--- src/rtl/imem_boot_loader.sv ---
// imem_boot_loader: streams a counted little-endian program image into instruction memory, then releases the core
module imem_boot_loader #(
  parameter int ADDR_W    = 8,
  parameter int MAX_WORDS = 256
) (
  input  logic              clk,
  input  logic              reset,
  input  logic [7:0]        byte_data,
  input  logic              byte_valid,
  output logic              byte_ready,
  input  logic              start,
  output logic              imem_we,
  output logic [ADDR_W-1:0] imem_addr,
  output logic [31:0]       imem_wdata,
  output logic              cpu_reset,
  output logic              done,
  output logic              error
);
  localparam logic [2:0]  CNT_LO = 3'd0, CNT_HI = 3'd1, DATA = 3'd2, DONE = 3'd3, ERR = 3'd4;
  localparam logic [15:0] MAX_N  = 16'(MAX_WORDS);
  logic [2:0]  state;
  logic [15:0] n, widx, n_new;
  logic [1:0]  k;
  logic [23:0] wbuf;
  logic        acc;
  assign acc   = byte_valid && byte_ready;
  assign n_new = {byte_data, n[7:0]};
  always_ff @(posedge clk or posedge reset) begin
    if (reset) begin
      state      <= CNT_LO;
      n          <= '0;
      widx       <= '0;
      k          <= '0;
      wbuf       <= '0;
      byte_ready <= 1'b0;
      imem_we    <= 1'b0;
      imem_addr  <= '0;
      imem_wdata <= '0;
      cpu_reset  <= 1'b1;
      done       <= 1'b0;
      error      <= 1'b0;
    end else begin
      imem_we <= 1'b0;
      case (state)
        CNT_LO: begin
          // ready rises here on the first cycle out of reset
          byte_ready <= 1'b1;
          if (acc) begin
            n[7:0] <= byte_data;
            state  <= CNT_HI;
          end
        end
        CNT_HI: if (acc) begin
          n[15:8] <= byte_data;
          if (n_new == 16'd0 || n_new > MAX_N) begin
            state      <= ERR;
            error      <= 1'b1;
            byte_ready <= 1'b0;
          end else begin
            k     <= '0;
            widx  <= '0;
            state <= DATA;
          end
        end
        DATA: if (acc) begin
          k <= k + 2'd1;
          if (k == 2'd3) begin
            imem_we    <= 1'b1;
            imem_addr  <= widx[ADDR_W-1:0];
            imem_wdata <= {byte_data, wbuf};
            widx       <= widx + 16'd1;
            if (widx == n - 16'd1) begin
              state      <= DONE;
              byte_ready <= 1'b0;
            end
          end else begin
            wbuf[8*k +: 8] <= byte_data;
          end
        end
        DONE: begin
          cpu_reset  <= start;
          done       <= !start;
          byte_ready <= start;
          if (start) state <= CNT_LO;
        end
        ERR: if (start) begin
          error      <= 1'b0;
          byte_ready <= 1'b1;
          state      <= CNT_LO;
        end
        default: state <= CNT_LO;
      endcase
    end
  end
endmodule

--- config.mk ---
export PLATFORM = sky130hd
export DESIGN_NAME = imem_boot_loader
export DESIGN_NICKNAME = d
export VERILOG_FILES = /design/src/rtl/imem_boot_loader.sv
export SDC_FILE = /design/constraint.sdc
export NUM_CORES = 1
export LEC_CHECK = 0
export ABC_CLOCK_PERIOD_IN_PS = 10000
export CELL_PAD_IN_SITES_DETAIL_PLACEMENT = 1
export CELL_PAD_IN_SITES_GLOBAL_PLACEMENT = 1
export CORE_MARGIN = 1
export CORE_UTILIZATION = 40
export DETAILED_ROUTE_END_ITERATION = 7
export PLACE_DENSITY = 0.72
export SYNTH_ARGS = -nofsm -noshare
export SYNTH_HDL_FRONTEND = slang
export SYNTH_SLANG_ARGS = --single-unit
--- constraint.sdc ---
create_clock -name clk -period 10 [get_ports clk]
set_clock_uncertainty 0.2 [all_clocks]
set_input_delay 1 -clock clk [delete_from_list [all_inputs] [get_ports clk]]
set_output_delay 1 -clock clk [all_outputs]
set_load 0.05 [all_outputs]
==> results by group <==
Yosys
  – Synthesized net count: 526
  – Xor and xnor area share after synthesis: 3.63%
  – Syn Std Cell Area: 0.00507 mm²
  – Largest family of logic cells by synthesized area: simple AND/OR/NAND/NOR gates
  – Mapped Avg Cell Area: 10.0 µm²
  – Yosys top cell by area: dfrtp_1
  – Ys flop type: dfrtp_1
  – Post-synth ARST share: between 90% and 100%
  – Yosys warnings: 0
  – Adder-cell share of the synthesized area: 1.98%
  – #FFs+latches synth: 106
  – Post-Syn Instances: 506
  – Share of the synthesized area in the top cell type: 51.9%
  – Simple-Gate Fraction of Synth Area: 17.5%
  – Sequential fraction of the synthesis area: roughly 52%
  – Compound-gate portion of the synthesized area: 12.7%
  – Ranking of synthesized cells by area: dfrtp_1, mux2_2, o21ai_0
  – Post-synth EDFFs: 0
  – Count leader, synth: dfrtp_1
  – Commonest cells in the netlist: dfrtp_1, o21ai_0, nand2_1, inv_1, nand3_1
  – Multiplexer share of the synthesized area: 7.04%
  – Synth cell types: 56

Worst setup path
  – CP peak stage delay: 1.00 ns
  – Slowest cell on crit path: nor3_1
  – Critical Path RT: between 10 and 15 ns
  – Worst path cell trace: clkdlybuf4s50_1 -> or4_1 -> nor4_2 -> nand3_1 -> nor3_1 -> or4_1 -> nand2_1
  – Most frequent CP cell: or4_1
  – Top delay family on crit path: simple AND/OR/NAND/NOR gates
  – Buf/Inv on CP: 1
  – WS Path Type: primary input to register
  – CP max FO: 11
  – Worst Path Arrival: slightly above 4 ns
  – Crit. End Element: register
  – Crit start category: primary input

Run
  – MaxCap Viol Count: 0

Clock network
  – Root Buffer: clkbuf_16
  – CTS Hold Bufs: 0
  – Skew-Pair Late Insertion Delay: 0.35 ns
  – CTS Buffer Depth: 2
  – CTS H-Tree Depth: 3
  – CTS tree: built
  – Clock Sinks: 106
  – Num CTS Buffers: 9
  – Clk pin slew, worst setup/hold paths: 0.07 ns
  – Post-CTS Setup Bufs: 0
  – Post-CTS resize count: 0

Power and ir drop
  – Internal power: 0.802 mW
  – Register share of total power: 45.2%
  – Switching portion of total power: roughly 33%
  – Combinational power share: roughly a quarter
  – Leakage power: 2.68 nW
  – Pwr/cell area: ~200 mW/mm²
  – Clock network fraction of total power: a little under a third
  – Total design power: 1.20 mW
  – Peak supply drop: slightly below 0.00009 V
  – NetSw: around 0.39 mW

Placed design
  – Final HPWL DP: 9.04 mm
  – Pre-CTS setup slack: 5.49 ns
  – Dpl cells: 712
  – Routability Congestion: 0.869
  – Dpl cell area: slightly below 0.006 mm²
  – Port bufs: 56

Routing
  – DRC: 0
  – Routed Antenna Nets: 0
  – 1st-pass router iterations: 4
  – Total Wirelength: 12.7 mm
  – Vias: 3943
  – WL per Instance: 17.5 µm
  – Vias/cell: 5.42
  – Initial DRC count: 127

Floorplan
  – Die Y-Extent: 115 µm
  – Horiz. Die Dim: approximately 110 µm
  – # IOs: 57
  – Core footprint: 0.0122 mm²
  – Initial Util: 41.7%
  – Die ar.: between 0.01 and 0.015 mm²
  – # rows: 40

Global routing
  – Vias in the first global route: 4245
  – Largest net degree at the start of global routing: 66
  – M1 GR Usage: 29.1%
  – First-pass GRT wire length: 21.7 mm
  – Gr busiest metal: met2
  – GRT Total Usage: 21.5%
  – Total gr overflow: 0
  – Initial antenna violation count: 0
  – Grt met3 use: 2.86%
  – Met2 GRT Util: a little over a third

Timing
  – Fin crit share: 40.7%
  – Normalized max-slew margin: 22.0%
  – Max Freq: 245 MHz
  – Tmin final: 4.07 ns
  – Count of pins over their slew limit: 0
  – Final setup viols: 0
  – Final Hold Violating Endpoints: 0
  – TNS Setup: 0 ns
  – Setup ws final: 5.93 ns
  – RSZ-0062 raised after global routing: no
  – Worst-Margin Slew: approximately 1.2 ns

Hold path
  – Hold Crit Class: register to register

Layout
  – N_diodes: 0
  – Synth-to-layout area growth: 20.9%
  – Post-route cell area: roughly 0.0061 mm²
  – Post-Layout Cell Count: approximately 730
  – Nets: 575
  – Share of layout cells above drive strength 1: 12.3%

Run status
  – Status: completed
## cell families (layout without fill, tap and decap cells)
family / count (synthesis) / in the layout
xor gates and xnor gates: 21 / 21
buffers and inverters: 62 / 116
AOI/OAI and AO/OA: 106 / 106
DFF: 106 / 106
and+or+nand+nor: 171 / 171
muxes: 32 / 32
adders and majority gates: 8 / 8
## layout make-up
cell class / count / area (µm²)
inverter: 37 / 141
tap: 168 / 210
clock buffer: 10 / 239
sequential: 106 / 2650
timing repair buffer: 63 / 613
fill: 1361 / 6040
clock inverter: 6 / 71.3
multi-input combinational: 338 / 2200
## flip-flops by register name, summed over array words and instances, names as in the netlist
register    flops
n              16
byte_ready      1
imem_addr       8
done            1
error           1
widx           16
cpu_reset       1
imem_we         1
state           3
wbuf           24
imem_wdata     32
k               2
## power by group through the flow
stage	sequential (mW)	clock [mW]	combinational [mW]
CTS	0.540	0.378	0.285
global route	0.549	0.392	0.314
global placement	0.547	0	0.272
detailed placement	0.549	0	0.282
finish	0.541	0.371	0.284
floorplan	0.534	0	0.217
## path summary, 6_finish.rpt
kind                                      end  cells past startpoint     startpoint  slack, ns
max in group asynchronous            state[0]                      3          reset       7.54
min in group asynchronous       imem_wdata[6]                      2          reset       0.85
worst max-delay path                 widx[13]                      7   byte_data[4]       5.93
worst min-delay path            imem_wdata[6]                      2  imem_wdata[6]       0.28
worst min register to register  imem_wdata[6]                      2  imem_wdata[6]       0.28
worst max register to register     byte_ready                      8           n[0]       6.47
## per-stage QoR
stage          utilization [%]  hold WS, ns
5_1_grt                   50.4        0.315
2_1_floorplan                -        0.302
4_1_cts                   50.4        0.284
6_report                  50.4        0.278
3_3_place_gp              47.8        0.261
3_5_place_dp              47.8        0.269
## metal layers
layer	share of wire (%)	wire [µm]	vias up
li1	-	-	1875
met3	2.2	274	11
met2	49	6190	43
met5	0	0	-
met1	48	6100	2014
met4	1.2	147	0
## worst register-to-register path: cells and delay by family (launching register included)
family | cells | cell delay, ns
DFF | 1 | 0.45
buffers and inverters | 1 | 0.13
and+or+nand+nor | 2 | 1.11
adders and majority gates | 1 | 0.32
AOI/OAI and AO/OA | 4 | 1.18
## cell usage in the layout, fill, tap and decap left out, types with 5 or more instances in the layout
cell,Yosys,final
ha_1,8,8
xnor2_1,14,14
and3_1,5,5
a21oi_1,10,10
inv_1,37,36
clkdlybuf4s50_1,0,56
nand2_1,54,54
clkbuf_16,0,9
nor4_1,7,7
nor3_1,9,9
o21ai_0,62,62
nor2_1,21,21
a31oi_1,5,5
mux2_2,29,29
or4_1,8,8
nand3_1,32,31
xor2_1,7,7
dfrtp_1,105,105
buf_4,0,7
nor3b_1,5,5
Note: power is estimated with default switching activity, not from simulation.
